### src/rtl/switch_debounce_pkg.sv
// Shared constants for the lab switch conditioning front end.
// Bit order is {a,b,c,d,e} with a in the MSB.
package lab_pkg;

    localparam int SW_WIDTH      = 5;
    localparam int CNT_MAX_SIM   = 4;
    localparam int CNT_MAX_BOARD = 1000000;

    localparam int A_IDX = 4;
    localparam int B_IDX = 3;
    localparam int C_IDX = 2;
    localparam int D_IDX = 1;
    localparam int E_IDX = 0;

endpackage

### src/rtl/switch_debounce_if.sv
// Switch-side bundle: raw levels in, debounced levels plus status out.
// The slave modport is the debouncer's view; the master modport is the board/bench side.
interface switch_debounce_if
    import lab_pkg::*;
#(
    parameter int WIDTH = SW_WIDTH
);

    logic [WIDTH-1:0] sw_in;
    logic [WIDTH-1:0] sw_out;
    logic             changed;
    logic             busy;

    modport master (output sw_in, input sw_out, input changed, input busy);
    modport slave  (input sw_in, output sw_out, output changed, output busy);

endinterface

### src/rtl/switch_debounce_bit.sv
// One switch bit: synchroniser chain, stability counter and output flop.
// upd_o is high in the cycle before the new level becomes visible on level_o.
module debounce_bit #(
    parameter int CNT_MAX     = 4,
    parameter int SYNC_STAGES = 2
) (
    input  logic clk,
    input  logic rst_n,
    input  logic sw_i,
    output logic level_o,
    output logic upd_o,
    output logic pend_o
);

    localparam int            CW   = $clog2(CNT_MAX);
    localparam logic [CW-1:0] TERM = CW'(CNT_MAX - 1);

    logic [SYNC_STAGES-1:0] sync_q, sync_d;
    logic [CW-1:0]          cnt_q, cnt_d;
    logic                   out_q, out_d;
    logic                   sync_s;

    assign sync_s = sync_q[SYNC_STAGES-1];

    // Any cycle where the synchronised level agrees with the output discards the candidate.
    always_comb begin
        sync_d = {sync_q[SYNC_STAGES-2:0], sw_i};
        cnt_d  = cnt_q;
        out_d  = out_q;
        upd_o  = 1'b0;
        if (sync_s == out_q) begin
            cnt_d = '0;
        end else if (cnt_q == TERM) begin
            out_d = sync_s;
            cnt_d = '0;
            upd_o = 1'b1;
        end else begin
            cnt_d = cnt_q + CW'(1);
        end
    end

    always_ff @(posedge clk) begin
        if (!rst_n) begin
            sync_q <= '0;
            cnt_q  <= '0;
            out_q  <= 1'b0;
        end else begin
            sync_q <= sync_d;
            cnt_q  <= cnt_d;
            out_q  <= out_d;
        end
    end

    assign level_o = out_q;
    assign pend_o  = (cnt_q != '0);

endmodule

### src/rtl/switch_debounce.sv
// Debounces the five lab slide switches and flags each settled change once.
// changed is registered from the per-bit update strobes so it lines up with the new sw_out.
module switch_debounce
    import lab_pkg::*;
#(
    parameter int WIDTH       = SW_WIDTH,
    parameter int CNT_MAX     = CNT_MAX_BOARD,
    parameter int SYNC_STAGES = 2
) (
    input  logic                clk,
    input  logic                rst_n,
    switch_debounce_if.slave    bus
);

    logic [WIDTH-1:0] level;
    logic [WIDTH-1:0] upd;
    logic [WIDTH-1:0] pend;
    logic             changed_q, changed_d;

    for (genvar i = 0; i < WIDTH; i++) begin : g_bit
        debounce_bit #(
            .CNT_MAX     (CNT_MAX),
            .SYNC_STAGES (SYNC_STAGES)
        ) u_bit (
            .clk     (clk),
            .rst_n   (rst_n),
            .sw_i    (bus.sw_in[i]),
            .level_o (level[i]),
            .upd_o   (upd[i]),
            .pend_o  (pend[i])
        );
    end

    assign changed_d = |upd;

    always_ff @(posedge clk) begin
        if (!rst_n) begin
            changed_q <= 1'b0;
        end else begin
            changed_q <= changed_d;
        end
    end

    assign bus.sw_out  = level;
    assign bus.changed = changed_q;
    assign bus.busy    = |pend;

endmodule

### src/flat_wrapper.sv
// flat-port wrapper written by rule: the top's interface ports become plain ports
module switch_debounce_flat import lab_pkg::*;
#(
    parameter int WIDTH       = SW_WIDTH,
    parameter int CNT_MAX     = CNT_MAX_BOARD,
    parameter int SYNC_STAGES = 2
)
  (clk, rst_n, bus_sw_in, bus_sw_out, bus_changed, bus_busy);
  switch_debounce_if #(.WIDTH(WIDTH)) bus_i ();
  input  logic clk;
  input  logic rst_n;
  input wire logic [$bits(bus_i.sw_in)-1:0] bus_sw_in;
  output wire logic [$bits(bus_i.sw_out)-1:0] bus_sw_out;
  output wire logic [$bits(bus_i.changed)-1:0] bus_changed;
  output wire logic [$bits(bus_i.busy)-1:0] bus_busy;
  assign bus_i.sw_in = bus_sw_in;
  assign bus_sw_out = bus_i.sw_out;
  assign bus_changed = bus_i.changed;
  assign bus_busy = bus_i.busy;
  switch_debounce #(.WIDTH(WIDTH), .CNT_MAX(CNT_MAX), .SYNC_STAGES(SYNC_STAGES)) u_core (.clk(clk), .rst_n(rst_n), .bus(bus_i));
endmodule
### config.mk
export PLATFORM = sky130hd
export DESIGN_NAME = switch_debounce_flat
export DESIGN_NICKNAME = d
export VERILOG_FILES = /design/src/rtl/switch_debounce_pkg.sv /design/src/rtl/switch_debounce_if.sv /design/src/rtl/switch_debounce_bit.sv /design/src/rtl/switch_debounce.sv /design/src/flat_wrapper.sv
export SDC_FILE = /design/constraint.sdc
export NUM_CORES = 1
export LEC_CHECK = 0
export BUFFER_PORTS_ARGS = -buffer_cell sky130_fd_sc_hd__buf_2
export CAP_MARGIN = 20
export CORE_UTILIZATION = 56
export CTS_CLUSTER_SIZE = 24
export DETAILED_ROUTE_END_ITERATION = 10
export PLACE_DENSITY = 0.76
export SLEW_MARGIN = 20
export SYNTH_ARGS = -nofsm -noshare
export SYNTH_HDL_FRONTEND = slang
export SYNTH_SLANG_ARGS = --single-unit
export TNS_END_PERCENT = 10
### constraint.sdc
create_clock -name clk -period 1.96 [get_ports clk]
set_input_delay 0 -clock clk [delete_from_list [all_inputs] [get_ports clk]]
set_output_delay 0 -clock clk [all_outputs]
set_load 0.02 [all_outputs]
Word-level counts from Yosys, hierarchy flattened
Index checks and enable logic that the tools add are counted. Widths: inputs -> output; s select.

Logic and storage cells: 64. Input bits: 7. Output and inout bits: 7. Register bits: 116.

Bitwise gates (word level): 6. Add/sub/neg operators: 5. Multiplexer cells: 10. Equal/unequal tests: 10. Reductions and logical operators: 17.

Operators with widths (number): $add 20x1->20 const B (5); $eq 20x20->1 const B (5); $reduce_bool 20->1 (5); $reduce_or 3->1 (5); $mux 1 (10); $reduce_and 2->1 (5); $reduce_or 5->1 (2); $not 1->1 (6); $eq 1x1->1 (5).

Longest topological paths before layout
Word-level depth: 4. Mapped depth: 8. Mapped depth without buffers: 6.

Cells and area by module
From an unflattened synthesis, not the netlist that was laid out.

Cell total of the unflattened synthesis: 646. Area, all modules: 5634.2 um^2.

By module, submodules not included: debounce_bit (times used 5, cells an instance 128, sequential area each 460.4 um^2, area an instance 1117.3 um^2); switch_debounce (times used 1, cells an instance 6, sequential area each 20.0 um^2, area an instance 47.5 um^2).

Worst setup path before layout
Ideal clock, no wire load.

Path type: register to register. Start point: register u_core.g_bit[1].u_bit.cnt_q[0]. End point: register u_core.g_bit[1].u_bit.cnt_q[10]. Stages on the path, launching flop included: 9. Required time: 1.845 ns. Data arrival time: 2.015 ns. Library setup time: 0.115 ns. Slack: -0.169 ns. Path buffers: 3. Cells stage by stage: dfxtp_1 -> ha_1 -> clkbuf_1 -> nand2_1 -> or4_1 -> clkbuf_1 -> o21ai_2 -> buf_4 -> nor2_1.

Longest elaborated chain between the ends: 2.

RTL lines: from (decl) (line switch_debounce_bit.sv:19) `logic [CW-1:0] cnt_q, cnt_d;`; from (signal assigned) (line switch_debounce_bit.sv:49) `cnt_q <= cnt_d;`; parallel branches: the longest is 2 deep, another holds $add 20x1->20.

Several ways; the timed one is not identified. A chain may end at the register's enable or synchronous reset.

Worst setup path in the final report
Start point: register u_core.g_bit[4].u_bit.cnt_q[0]. End point: output bus_busy.

Longest elaborated chain between the ends: 2.

RTL lines: from (decl) (line switch_debounce_bit.sv:19); from (signal assigned) (line switch_debounce_bit.sv:49); $reduce_bool 20->1 (line switch_debounce_bit.sv:55) `assign pend_o = (cnt_q != '0);`; $reduce_or 5->1 (line switch_debounce.sv:46) `assign bus.busy = |pend;`; to (decl) (line flat_wrapper.sv:15) `output wire logic [$bits(bus_i.busy)-1:0] bus_busy;`.

Every way passes these cells.

==> out/metrics.yaml <==
ys_async_sr_fraction_pct: 0
rsz0062_at_grt: "yes"
h-tree-depth: 4
ios: 14
grt_pass1_vias: 4617
failed_checks: "negative setup slack"
topRoutingLayerUsed: "met4"
yosys_warnings: 0
die_h_um: 100
synth_area_mm2: 0.00541
area_growth_pct: 24.6
critPathLaunchType: "register"
wire_per_inst_um: 15.8
power_density_mw_per_mm2: 782
worstSkewPairLatency_ns: 0.53
final_common_cell: "dfxtp_1"
met1Wirelength_um: 5770
ys_ff_latch: 116
post-route-period-util_pct: 104
cts_buffer_depth: 2
final_cell_mix: "101 x dfxtp_1, 68 x nor2_1, 44 x nand3_1"
maxSlewViolCount: 0
ant_nets: 0
status: "complete, but fails checks"
irDropWorstVdd_mv: 0.657
grt_overflow: 0
dpl.hpwl_um: 8570
critPathKind: "register to output pin"
grt_pass1_wl_um: 21500
clock_skew_ns: 0.00542
worst_pin_slew_ns: 0.400
place_area_mm2: 0.00577
synthCells: 640
wl_met3_um: 528
routed_wl_um: 13200
fillers: 686
wl_met2_um: 6600
vias_per_cell: 5.82
finalCriticalPeriod_ns: 2.04
globalplace.congestion: 0.851
required_ns: 1.96
placement_rows: 35
vias: 4845
worstSetupEndpointType: "output pin"
synth_seq_area_share_pct: 43.0
syn-mean-instance-area_um2: 8.45
max_clock_freq_mhz: 489
slew_headroom_pct: 73.1
antenna_found_initial: 0
cp_max_fo: 3
diodes: 0
drive_gt1_share_pct: 19.0
fin_util_pct: 72.5
die_w_um: 100
drt_iter0_markers: 262
clk_pin_slew_ns: 0.06
final_area_mm2: 0.00674
synthesis.nets: 657
synth_ff_type: "dfxtp_1"
nNetsFinal: 708
cts-root-buf: "clkbuf_8"
total_power_w: 0.00527
hold_violations: 0
cts.sinks: 116
grt_max_degree: 21
ys_types: 37
start_util_pct: 58.2
die_area_mm2: 0.0101
total_leakage_power_nw: 2.35
numCtsBuffers: 17
drcViolationCount: 0
synth_edf_count: 0
tritoncts: "built"
core_area_mm2: 0.00928
layout_setup_ws_ns: -0.0845
io_buffer_count: 13
cap_violations: 0
arrival_ns: 2.04
grt_usage_pct: 27.1
hold_class: "register to register"
setup_viol: 1
first_pass_iters: 5
[Yosys cell counts, types with 8 or more instances]
library cell  count  area [um^2]
o31ai_1          10         75.1
xnor2_1          23          201
dfxtp_1         116         2320
or3_1            27          169
clkbuf_1         20         75.1
inv_1            29          109
nor3_1            8         40.0
ha_1             10          125
nand3_1          44          220
nor4_1           26          163
nor2_1           68          255
nand4_1          34          213
a21oi_1          39          195
xor2_1           37          324
and4_1           10         87.6
and3_1           14         87.6
or4_1            13         97.6
and2_1           18          113
nand2_1          34          128
o21ai_0          27          135
[routing by layer]
metal | global-route usage [%] | up-vias
li1 | - | 2387
met1 | 32.7 | 2318
met2 | 46.3 | 113
met3 | 6.27 | 27
met4 | 11.3 | 0
met5 | 0 | -
[layout make-up]
type / instances / area [um^2] / share of cell area (%)
inverters: 29 / 109 / 1.62
repair buffers: 62 / 483 / 7.17
multi-input cells: 465 / 3110 / 46.1
clock inverters: 14 / 115 / 1.71
flip-flops and latches: 116 / 2340 / 34.8
well taps: 129 / 161 / 2.40
clock buffers: 18 / 418 / 6.20
[sequential cells by signal, summed over array words and instances, names as in the netlist]
register                    count
u_core.bus.changed              1
u_core.g_bit.u_bit.cnt_q      100
u_core.g_bit.u_bit.level_o      5
u_core.g_bit.u_bit.sync_q      10
[path summary, 6_finish.rpt]
| check | startpoint | end | slack (ns) | cells past startpoint |
|---|---|---|---|---|
| max | u_core.g_bit[4].u_bit.cnt_q[0]$_SDFF_PP0_ | bus_busy | -0.08 | 7 |
| min | u_core.g_bit[3].u_bit.cnt_q[0]$_SDFF_PP0_ | u_core.g_bit[3].u_bit.cnt_q[0]$_SDFF_PP0_ | 0.43 | 1 |
| max reg2reg | u_core.g_bit[0].u_bit.cnt_q[0]$_SDFF_PP0_ | u_core.g_bit[0].u_bit.cnt_q[15]$_SDFF_PP0_ | 0.07 | 7 |
| min reg2reg | u_core.g_bit[3].u_bit.cnt_q[0]$_SDFF_PP0_ | u_core.g_bit[3].u_bit.cnt_q[0]$_SDFF_PP0_ | 0.43 | 1 |
[cells by family after synthesis]
family / synth area share (%)
adder cells (fa/ha/maj): 2.31
flip-flops: 43.0
AND/OR/NAND/NOR: 31.1
multiplexers: 0.185
buffers and inverters: 4.61
AO/OA/AOI/OAI: 9.07
XOR/XNOR: 9.72
[critical path: stages (launching register included)]
cell and delay (ns):
dfxtp_4 0.35, inv_2 0.06, ha_2 0.19, nor4b_4 0.19
nand4_1 0.16, nor4_1 0.28, nand2_1 0.13, buf_6 0.15
[metrics by stage]
stage          hold slack, ns  worst slack [ns]  setup TNS, ns  cells
5_1_grt                 0.443            -0.147         -0.157    833
3_5_place_dp            0.211            0.0737              0    786
4_1_cts                 0.426           -0.0466        -0.0466    830
3_3_place_gp            0.205             0.105              0    786
2_1_floorplan           0.127           -0.0128         -0.106    640
6_report                0.425           -0.0845        -0.0845    833
[power breakdown]
part	switching (W)	internal (W)	leakage (nW)	total, W
clock network	0.00112	0.00167	0.264	0.00278
registers	0.00000775	0.00237	0.944	0.00238
logic	0.0000520	0.0000514	1.14	0.000103
total	0.00118	0.00409	2.35	0.00527
[what timing repair did]
item | 4_1_cts | 5_1_grt
endpoints found under the hold margin | 16 | 0
setup buffers | 2 | 2
pin swaps | 10 | 8
gates cloned | 0 | 1
endpoints found under the setup margin | 1 | 39
hold buffers | 11 | 0
gates resized for setup | 33 | 31
(Power assumes the default switching activity.)
